$ cat src/rtl/axi_pkg.sv
// Shared AXI exclusive-access types and helpers, used by the read/write
// subordinates and the exclusive monitor.
package axi_pkg;

    localparam int AXI_AW_MAX = 64;

    typedef enum logic {
        EX_IDLE  = 1'b0,
        EX_ARMED = 1'b1
    } ex_state_e;

    // Built at the widest supported address; users keep the low AW bits.
    typedef struct packed {
        logic [AXI_AW_MAX-1:0] addr;
        logic [AXI_AW_MAX-1:0] mask;
    } ex_ctx_t;

    // (1 << size) * (len + 1) peaks at 128 * 256, so 16 bits never overflow.
    function automatic logic [15:0] ex_byte_count(input logic [2:0] size,
                                                  input logic [7:0] len);
        return (16'd1 << size) * (16'(len) + 16'd1);
    endfunction

    function automatic logic ex_legal(input logic [15:0] bc,
                                      input logic [7:0]  len,
                                      input logic [6:0]  addr_lo);
        logic pow2_ok;
        pow2_ok = (bc != 16'd0) && (bc <= 16'd128) &&
                  ((bc & (bc - 16'd1)) == 16'd0);
        return pow2_ok && (len < 8'd16) &&
               ((16'(addr_lo) & (bc - 16'd1)) == 16'd0);
    endfunction

    function automatic ex_ctx_t ex_ctx_make(input logic [AXI_AW_MAX-1:0] addr,
                                            input logic [15:0]           bc);
        ex_ctx_t c;
        c.mask = ~(AXI_AW_MAX'(bc - 16'd1));
        c.addr = addr & c.mask;
        return c;
    endfunction

endpackage

$ cat src/rtl/axi_ex_ctx.sv
// Single-ID exclusive reservation: IDLE/ARMED FSM, {addr, mask} context
// register and optional expiry counter.
module axi_ex_ctx
    import axi_pkg::*;
#(
    parameter int AW    = 32,
    parameter int TMO_W = 0
) (
    input  logic          clk,
    input  logic          rst_n,
    input  logic          set_en,
    input  logic [AW-1:0] set_addr,
    input  logic [AW-1:0] set_mask,
    input  logic          clr,
    output logic          active,
    output logic [AW-1:0] ctx_addr,
    output logic [AW-1:0] ctx_mask,
    output logic          tmo
);

    localparam bit TMO_EN = (TMO_W > 0);
    localparam int CW     = (TMO_W > 0) ? TMO_W : 1;

    ex_state_e     state_q, state_d;
    logic [AW-1:0] addr_q, addr_d;
    logic [AW-1:0] mask_q, mask_d;
    logic [CW-1:0] cnt_q, cnt_d, cnt_inc;
    logic          tmo_q, tmo_d;

    always_ff @(posedge clk or negedge rst_n) begin
        if (!rst_n) begin
            state_q <= EX_IDLE;
            addr_q  <= '0;
            mask_q  <= '0;
            cnt_q   <= '0;
            tmo_q   <= 1'b0;
        end else begin
            state_q <= state_d;
            addr_q  <= addr_d;
            mask_q  <= mask_d;
            cnt_q   <= cnt_d;
            tmo_q   <= tmo_d;
        end
    end

    // Priority: new set > clear > expiry. Expiry fires on the edge where
    // the counter would reach all-ones, so tmo lands 2^TMO_W-1 cycles after arming.
    always_comb begin
        state_d = state_q;
        addr_d  = addr_q;
        mask_d  = mask_q;
        cnt_d   = cnt_q;
        tmo_d   = 1'b0;
        cnt_inc = cnt_q + CW'(1);
        if (set_en) begin
            state_d = EX_ARMED;
            addr_d  = set_addr;
            mask_d  = set_mask;
            cnt_d   = '0;
        end else if (state_q == EX_ARMED) begin
            if (clr) begin
                state_d = EX_IDLE;
                cnt_d   = '0;
            end else if (TMO_EN) begin
                if (cnt_inc == '1) begin
                    state_d = EX_IDLE;
                    cnt_d   = '0;
                    tmo_d   = 1'b1;
                end else begin
                    cnt_d = cnt_inc;
                end
            end
        end
    end

    assign active   = (state_q == EX_ARMED);
    assign ctx_addr = addr_q;
    assign ctx_mask = mask_q;
    assign tmo      = tmo_q;

endmodule

$ cat src/rtl/axi_ex_mon.sv
// AXI exclusive-access monitor: one reservation per ID, armed by accepted
// exclusive reads and cleared by the write side or by expiry.
module axi_ex_mon
    import axi_pkg::*;
#(
    parameter int  AW     = 32,
    parameter int  IW     = 1,
    parameter int  TMO_W  = 0,
    localparam int ID_NUM = 1 << IW
) (
    input  logic                   clk,
    input  logic                   rst_n,
    input  logic                   set_valid,
    input  logic [IW-1:0]          set_id,
    input  logic [AW-1:0]          set_addr,
    input  logic [2:0]             set_size,
    input  logic [7:0]             set_len,
    input  logic [ID_NUM-1:0]      ex_clr,
    output logic [ID_NUM-1:0]      ex_active,
    output logic [ID_NUM*2*AW-1:0] ex_ctx,
    output logic                   set_err,
    output logic [ID_NUM-1:0]      tmo
);

    logic [15:0]   set_bc;
    logic          set_legal;
    ex_ctx_t       set_full;
    logic [AW-1:0] set_ctx_addr;
    logic [AW-1:0] set_ctx_mask;
    logic          ctx_unused;

    always_comb begin
        set_bc       = ex_byte_count(set_size, set_len);
        set_legal    = set_valid && ex_legal(set_bc, set_len, set_addr[6:0]);
        set_full     = ex_ctx_make(AXI_AW_MAX'(set_addr), set_bc);
        set_ctx_addr = set_full.addr[AW-1:0];
        set_ctx_mask = set_full.mask[AW-1:0];
    end

    // Bits above AW are always zero-extension / all-ones of the mask.
    assign ctx_unused = ^{set_full.addr, set_full.mask};

    always_ff @(posedge clk or negedge rst_n) begin
        if (!rst_n) begin
            set_err <= 1'b0;
        end else begin
            set_err <= set_valid && !set_legal;
        end
    end

    for (genvar i = 0; i < ID_NUM; i++) begin : g_id
        axi_ex_ctx #(
            .AW    (AW),
            .TMO_W (TMO_W)
        ) u_ctx (
            .clk      (clk),
            .rst_n    (rst_n),
            .set_en   (set_legal && (set_id == IW'(i))),
            .set_addr (set_ctx_addr),
            .set_mask (set_ctx_mask),
            .clr      (ex_clr[i]),
            .active   (ex_active[i]),
            .ctx_addr (ex_ctx[i*2*AW+AW +: AW]),
            .ctx_mask (ex_ctx[i*2*AW +: AW]),
            .tmo      (tmo[i])
        );
    end

endmodule

$ cat config.mk
export PLATFORM = sky130hd
export DESIGN_NAME = axi_ex_mon
export DESIGN_NICKNAME = d
export VERILOG_FILES = /design/src/rtl/axi_pkg.sv /design/src/rtl/axi_ex_ctx.sv /design/src/rtl/axi_ex_mon.sv
export SDC_FILE = /design/constraint.sdc
export NUM_CORES = 1
export LEC_CHECK = 0
export ABC_AREA = 1
export ABC_CLOCK_PERIOD_IN_PS = 800
export CAP_MARGIN = 20
export CELL_PAD_IN_SITES_DETAIL_PLACEMENT = 0
export CELL_PAD_IN_SITES_GLOBAL_PLACEMENT = 1
export CORE_ASPECT_RATIO = 0.75
export CORE_UTILIZATION = 38
export CTS_BUF_LIST = sky130_fd_sc_hd__clkbuf_8 sky130_fd_sc_hd__clkbuf_16
export DETAILED_ROUTE_END_ITERATION = 8
export GPL_ROUTABILITY_DRIVEN = 0
export HOLD_SLACK_MARGIN = 0.05
export PLACE_DENSITY = 0.86
export SLEW_MARGIN = 20
export SYNTH_ARGS = -nofsm -noshare
export SYNTH_HDL_FRONTEND = slang
export SYNTH_HIERARCHICAL = 1
export SYNTH_SLANG_ARGS = --single-unit
$ cat constraint.sdc
create_clock -name clk -period 0.8 [get_ports clk]
set_input_delay 0.24 -clock clk [delete_from_list [all_inputs] [get_ports clk]]
set_output_delay 0.24 -clock clk [all_outputs]
set_load 0.02 [all_outputs]
Yosys cells after proc, flatten, opt, wreduce, memory -nomap -nowiden
Cells that the tools add are included.

Input port bits: 49. Bits in registers: 131. Word-level logic and storage cells: 37. Output and inout port bits: 133.

Reduce and logical (&&, ||, !) cells: 12. Order comparisons: 2. Muxes and demuxes: 6. Add/subtract/negate cells: 3. Bitwise gates (word level): 5. Shift-type cells: 1. Multiply operators: 1.

Operators with widths (number): $and A32 B32 Y32 (1); $logic_not A16 Y1 (2); $not A32 Y32 (1); $sub A16 B1 Y17 const B (1); $and A16 B16 Y16 (1); $and A7 B16 Y16 (1); $le A16 B8 Y1 const B (1); $mul A16 B9 Y16 (1); $reduce_bool A16 Y1 (1); $shl A1 B3 Y16 const A (1); $sub A16 B1 Y16 const B (1); $add A8 B1 Y9 const B (1); $logic_and A1 B1 Y1 (8); $lt A8 B5 Y1 const B (1); $mux W1 (6); $logic_not A1 Y1 (1); $not A1 Y1 (1).

Longest topological paths before layout
Gate-level depths: netlist (run 1).

Depth in word-level cells: 11. Gate-level depth with buffers: 42. Mapped depth without buffers: 40.

Cells and area by module
Netlist (run 1), hierarchy kept.

Modules (own cells, without submodules): axi_ex_ctx (cells each 277, times used 2, area each 2528.7 sq um, sequential area each 1626.6 sq um); axi_ex_mon (cells each 545, times used 1, area each 3450.8 sq um, sequential area each 25.0 sq um).

Worst setup path after synthesis (run 1)
No wires, ideal clock.

Kind: input-to-reg. Start: in set_len[1]. End: reg g_id[0].u_ctx.mask_q[28]. Path buffers: 2. Arrival time: 6013 ps. Required time: 735 ps. Path slack: -5278 ps. Library setup time: 65 ps. Stages: 39. Cells stage by stage: nand3_1 -> nor2_1 -> inv_1 -> nor3_1 -> xor2_1 -> inv_1 -> nand2_1 -> fa_1 -> fa_1 -> inv_1 -> fa_1 -> inv_1 -> fa_1 -> inv_1 -> ha_1 -> nand2_1 -> nand2_1 -> nand2_1 -> [3 not listed] -> xnor2_2 -> nand2_1 -> nor2_4 -> nand4_1 -> ha_1 -> nor2_1 -> nand2_1 -> nor2_1 -> nand4_1 -> nor2_1 -> nand3_1 -> nor2_1 -> nand4_1 -> nor2_1 -> buf_4 -> clkbuf_8 -> nand2_1 -> nand2_1.

Word-level cells in the longest chain between the ends: 10. Elaborated cells on any way between the ends: 18. Those cells by class: 3 x add/sub; 1 x mul; 2 x order compare; 3 x bitwise; 9 x reduce/logical.

RTL lines: from (decl) (RTL line axi_ex_mon.sv:17) `input logic [7:0] set_len,`; $add A8 B1 Y9 (RTL line axi_pkg.sv:21) `return (16'd1 << size) * (16'(len) + 16'd1);`; $mul A16 B9 Y16 (RTL line axi_pkg.sv:21); $sub A16 B1 Y16 (RTL line axi_pkg.sv:29, axi_pkg.sv:31); $and A16 B16 Y16 (RTL line axi_pkg.sv:29) `((bc & (bc - 16'd1)) == 16'd0);`; $logic_not A16 Y1 (RTL line axi_pkg.sv:29); $logic_and A1 B1 Y1 (RTL line axi_pkg.sv:28) `pow2_ok = (bc != 16'd0) && (bc <= 16'd128) &&`; $logic_and A1 B1 Y1 (2 in series) (RTL line axi_pkg.sv:30) `return pow2_ok && (len < 8'd16) &&`; $logic_and A1 B1 Y1 (RTL line axi_ex_mon.sv:34) `set_legal = set_valid && ex_legal(set_bc, set_len, set_addr[6:0]);`; $logic_and A1 B1 Y1 (RTL line axi_ex_mon.sv:58) `.set_en (set_legal && (set_id == IW'(i))),`; to (signal assigned) (RTL line axi_ex_ctx.sv:40) `mask_q <= mask_d;`; to (decl) (RTL line axi_ex_ctx.sv:26) `logic [AW-1:0] mask_q, mask_d;`.

Several ways; a longest one is shown, not always the timed one. A chain may end at the register's enable or synchronous reset.

Worst setup path in the final report (run 1)
Start: in set_len[0]. End: reg g_id[0].u_ctx.mask_q[16].

The elaborated chain is that of the path after synthesis.

==> metrics.yaml, run 1 <==
async_flop_share: 1.000
synth_warnings: 6
finish.instance_area_sq_um: 15080
startpoint_type: "input port"
slowest_delay_ns: 0.52
core_sq_um: 21990
cp_common_cell: "nand2_1"
cts_sinks: 131
routed_wl_um: 31480
synth_top_cell_area_share: 0.3853
ys_types: 29
cts_root_buf: "clkbuf_16"
synth-seq-cells: 131
fp.dieH_um: 131.6
setup_ws_ns: -5.274
slowest_stage: "fa_1"
synth_area_leaders: "dfrtp_1, nand2_1, fa_1"
cts_buffers: 17
max_cap_violations: 0
ys_seq_area_frac: 0.3853
ir_drop_v: 0.001525
power.density_nw_per_um2: 1340
place_area_sq_um: 11800
finalSetupViolCount: 262
ys.flop_type: "dfrtp_1"
port_buffers: 179
die_area_sq_um: 23000
grt.overflow.total: 0
clk_latency_ns: 0.42
drc_errors: 0
wl_per_cell_um: 16.70
grt_pass1_wl_um: 46650
hold_viol_final: 0
antenna_found_initial: 0
cp-end-kind: "register"
p_leak_nw: 8.627
worst-setup-path-type: "in -> reg"
grt_start_max_net_pins: 54
required_ns: 1.10
vias: 8998
vias_per_cell: 4.773
cts_buffer_depth: 2
avgSynthCellArea_sq_um: 7.742
drive_gt1_frac: 0.4566
pin_count: 182
fmax_mhz: 164.6
h-tree-depth: 4
dr.first_iter.drc_count: 762
grtUsageTotal: 0.2595
yosysTopAreaCell: "dfrtp_1"
rsz0062_at_grt: "true"
cts_tree: "built"
rows: 47
final.period_utilization: 7.592
ant_nets: 0
syn_inst: 1099
initial_core_util: 0.3868
status: "finished with violations"
netlist_area_sq_um: 8508
synth-edff-count: 0
cp.arrival_ns: 6.38
violations: "negative setup slack"
path_max_fanout: 6
min_period_ns: 6.074
clk_pin_slew_ns: 0.07
skew_ns: 0
final_util: 0.6855
dr.pass1.iters: 5
grt_pass1_vias: 8993
power.total_mw: 20.20
dp_hpwl_um: 17820
die_x_um: 174.8
syn-num-nets: 1242
dp_slack_ns: -6.244
syn_to_final_growth_pct: 77.19
hold_path_class: "in -> async"
final_nets: 1720
maxSlewViolCount: 0
per-layer routing:
layer / up-vias / GRT usage / wire length [um]
li1: 4219 / - / -
met1: 4328 / 0.3482 / 13440
met2: 371 / 0.4167 / 14820
met3: 80 / 0.05411 / 2116
met4: 0 / 0.08647 / 1102
met5: - / 0 / 0
flip-flops by register name, indices dropped and copies added, names as in the netlist:
register and flops:
g_id.u_ctx/active 2, set_err 1, g_id.u_ctx/ctx_mask 64, g_id.u_ctx/ctx_addr 64
critical path, delay by kind of cell:
family        cells  cell delay [ns]
fa+ha+maj         7             2.61
xor+xnor          1             0.18
buf+inv          11             1.06
simple gates     23             2.25
cell usage after synthesis (6+ instances only):
master,n
nand3_1,21
inv_2,8
inv_1,155
buf_6,19
nand4_1,6
dfrtp_1,131
nand2_2,11
nor3_1,10
ha_1,52
fa_1,42
nor2_1,80
clkbuf_8,6
nand2_1,518
xor2_1,7
final timing paths:
path / from / to / slack [ns] / depth (start not counted)
worst min register to register: g_id[0].u_ctx/ctx_addr[7] / g_id[0].u_ctx/ctx_addr[7] / 0.50 / 2
min in group clk: ex_clr[0] / g_id[0].u_ctx/active / 0.41 / 4
worst min-delay path: rst_n / g_id[0].u_ctx/ctx_mask[27] / 0.39 / 3
worst max-delay path: set_len[0] / g_id[0].u_ctx/ctx_mask[16] / -5.27 / 42
max in group asynchronous: rst_n / g_id[1].u_ctx/ctx_mask[11] / 0.10 / 3
worst max register to register: g_id[0].u_ctx/ctx_mask[17] / g_id[0].u_ctx/ctx_mask[17] / -0.19 / 5
final cells by class:
type	count	area, sq um
antenna	1	2.502
clock buffer	17	425.4
clock inverter	15	193.9
fill	1581	6918
inverter	163	629.4
multi-input combinational	774	5191
sequential	131	3278
tap	294	367.9
timing repair buffer	489	4979
timing repair inverter	1	8.758
stage by stage:
step | std cells | hold slack (ns) | TNS, ns
after floorplan | 1099 | -0.05559 | -657.31
after global placement | 1707 | 0.2683 | -835.90
after detailed placement | 1707 | 0.2673 | -864.55
after CTS | 1841 | 0.3891 | -708.25
after global routing | 1884 | 0.3952 | -788.29
final | 1885 | 0.3893 | -731.56
cell families (layout without fill, tap and decap cells):
kind of cell | Yosys count | in the layout | share of synthesized area
other cells | 2 | 3 | 0.0008827
xor+xnor | 11 | 11 | 0.01221
flops | 131 | 131 | 0.3853
compound gates | 6 | 6 | 0.003823
buf+inv | 194 | 685 | 0.1115
fa+ha+maj | 94 | 94 | 0.1753
simple gates | 661 | 661 | 0.3110
timing repair:
item,4_1_cts,5_1_grt
resized for setup,961,168
pin swaps,61,81
cloned,19,6
setup buffers,82,43
endpoints found under the hold margin,131,0
setup endpoints to repair,262,262
hold buffers,1,0
cell usage in the layout (no fill, tap or decap), types with 4 or more instances in the layout:
master	n
ha_4	6
buf_8	6
nor2_4	17
clkdlybuf4s50_1	36
nand2_2	119
nand3_1	14
clkbuf_16	23
nand4_1	6
nand3_2	7
buf_6	149
fa_1	39
nor3_4	5
nand2_4	26
inv_1	139
buf_12	18
nor2_2	15
nand2_1	384
nor2_1	53
inv_6	7
or2_2	4
buf_4	251
buf_16	14
ha_1	42
inv_2	22
dfrtp_1	131
ha_2	4
where the power goes:
group	leakage, nW	switching, mW	internal, mW
clock network	0.305	3.49	5.02
logic	6.49	2.77	2.28
registers	1.83	0.00994	6.63
total	8.63	6.27	13.9
Power figures use the tool's default switching activity.
==> inputs of run 2 (changes only) <==
--- a/config.mk
+++ b/config.mk
@@ -15,6 +15,7 @@
 export CTS_BUF_LIST = sky130_fd_sc_hd__clkbuf_8 sky130_fd_sc_hd__clkbuf_16
 export DETAILED_ROUTE_END_ITERATION = 8
 export GPL_ROUTABILITY_DRIVEN = 0
+export GPL_TIMING_DRIVEN = 0
 export HOLD_SLACK_MARGIN = 0.05
 export PLACE_DENSITY = 0.86
 export SLEW_MARGIN = 20
==> metrics.yaml, run 2 (synthesis gave the netlist of run 1 again) <==
cp_common_cell: "inv_2"
pwr-share-comb: 0.221
grt_start_max_net_pins: 89
power.density_nw_per_um2: 1335
cts_buffers: 17
max_cap_violations: 0
cts_buffer_depth: 2
rows: 47
slowest_delay_ns: 0.50
fin_cells: 1772
skew_ns: 0
path_max_fanout: 10
slowest_stage: "fa_1"
num-fill-cells: 1742
final_util: 0.6342
vias: 8285
dr.pass1.iters: 5
status: "finished with violations"
grt.overflow.total: 0
h-tree-depth: 4
grt_pass1_wl_um: 41270
finalSetupViolCount: 262
p_leak_nw: 7.872
hold_viol_final: 43
antenna_found_initial: 0
setup_ws_ns: -5.452
die_x_um: 174.8
fin_tns_setup_ns: -756.20
seq_area_sq_um: 3278
final.period_utilization: 7.815
cts_root_buf: "clkbuf_16"
dp.cells: 1573
ant_nets: 0
seq_power_share: 0.357
fmax_mhz: 159.9
r2r_slack_ns: -0.11
wl_per_cell_um: 15.51
vias_per_cell: 4.676
cts_tree: "built"
grt_pass1_vias: 7898
switching_share: 0.3055
core_sq_um: 21990
final_nets: 1608
worst-setup-path-type: "in -> reg"
p_int_mw: 12.93
pin_count: 182
power.total_mw: 18.62
required_ns: 1.09
mostFrequentLayoutCells: "nand2_1, buf_4, inv_1, buf_6, dfrtp_1"
dp_hpwl_um: 16990
dr.first_iter.drc_count: 616
multiInputGateArea_sq_um: 5099
cp.arrival_ns: 6.55
port_buffers: 179
cts_sinks: 131
ir_drop_v: 0.001560
violations: "negative hold slack, negative setup slack"
holdWs_ns: -0.2903
cp-end-kind: "register"
p_clk_frac: 0.422
routed_wl_um: 27490
antenna_cells: 0
clk_pin_slew_ns: 0.07
final_common_cell: "nand2_1"
drc_errors: 0
grtUsageTotal: 0.2284
die_area_sq_um: 23000
power.switching_mw: 5.690
hold_path_class: "in -> async"
fp.dieH_um: 131.6
drive_gt1_frac: 0.3938
clk_latency_ns: 0.41
min_period_ns: 6.252
dp_slack_ns: -6.780
initial_core_util: 0.3868
syn_to_final_growth_pct: 63.94
maxSlewViolCount: 0
startpoint_type: "input port"
rsz0062_at_grt: "true"
-- run 2: power groups by stage --
stage	clock [mW]	sequential (mW)	combinational, mW
5_1_grt	8.29	6.64	4.54
4_1_cts	7.85	6.65	3.89
3_3_place_gp	0	6.77	3.07
3_5_place_dp	0	6.77	3.12
2_1_floorplan	0	6.78	2.05
6_report	7.86	6.65	4.12
-- run 2: cell type report --
| class | count | share of cell area |
|---|---|---|
| plain buffers | 28 | 0.03247 |
| clock buffers | 19 | 0.03247 |
| clock inverters | 13 | 0.01005 |
| inverters | 163 | 0.04440 |
| multi-input cells | 774 | 0.3655 |
| flip-flops and latches | 131 | 0.2350 |
| well taps | 294 | 0.02637 |
| repair buffers | 350 | 0.2537 |
-- run 2: critical path: cells and delay by family --
family | cells | cell delay (ns)
XOR/XNOR | 2 | 0.32
adder cells (fa/ha/maj) | 7 | 2.55
buffers and inverters | 11 | 1.01
AND/OR/NAND/NOR | 22 | 2.39
-- run 2: per-layer routing --
metal	up-vias	GRT usage	share of wire
li1	3988	-	-
met1	3994	0.3235	0.45
met2	273	0.3576	0.47
met3	30	0.03964	0.057
met4	0	0.06570	0.019
met5	-	0	0
-- run 2: final timing paths --
check | start | to | cells past startpoint
max | set_len[1] | g_id[1].u_ctx/ctx_mask[16] | 42
min | rst_n | g_id[1].u_ctx/ctx_mask[23] | 1
max reg2reg | g_id[0].u_ctx/ctx_mask[2] | g_id[0].u_ctx/ctx_mask[2] | 4
min reg2reg | g_id[1].u_ctx/ctx_mask[10] | g_id[1].u_ctx/ctx_mask[10] | 2
max in group asynchronous | rst_n | g_id[0].u_ctx/ctx_addr[13] | 2
min in group clk | ex_clr[0] | g_id[0].u_ctx/active | 4
-- run 2: timing repair --
item	in CTS	in global routing
endpoints found under the setup margin	262	262
gates resized for setup	1006	99
pin swaps	73	47
gates cloned	8	6
setup buffers	117	41
hold endpoints to repair	43	43
-- run 2: through the flow --
| step | hold slack (ns) | cell area, sq um |
|---|---|---|
| after global placement | 0.4534 | 10760 |
| after CTS | -0.2828 | 13250 |
| final | -0.2903 | 13950 |
| after detailed placement | 0.1553 | 10790 |
| after floorplan | -0.05559 | 8597 |
| after global routing | -0.2829 | 13950 |
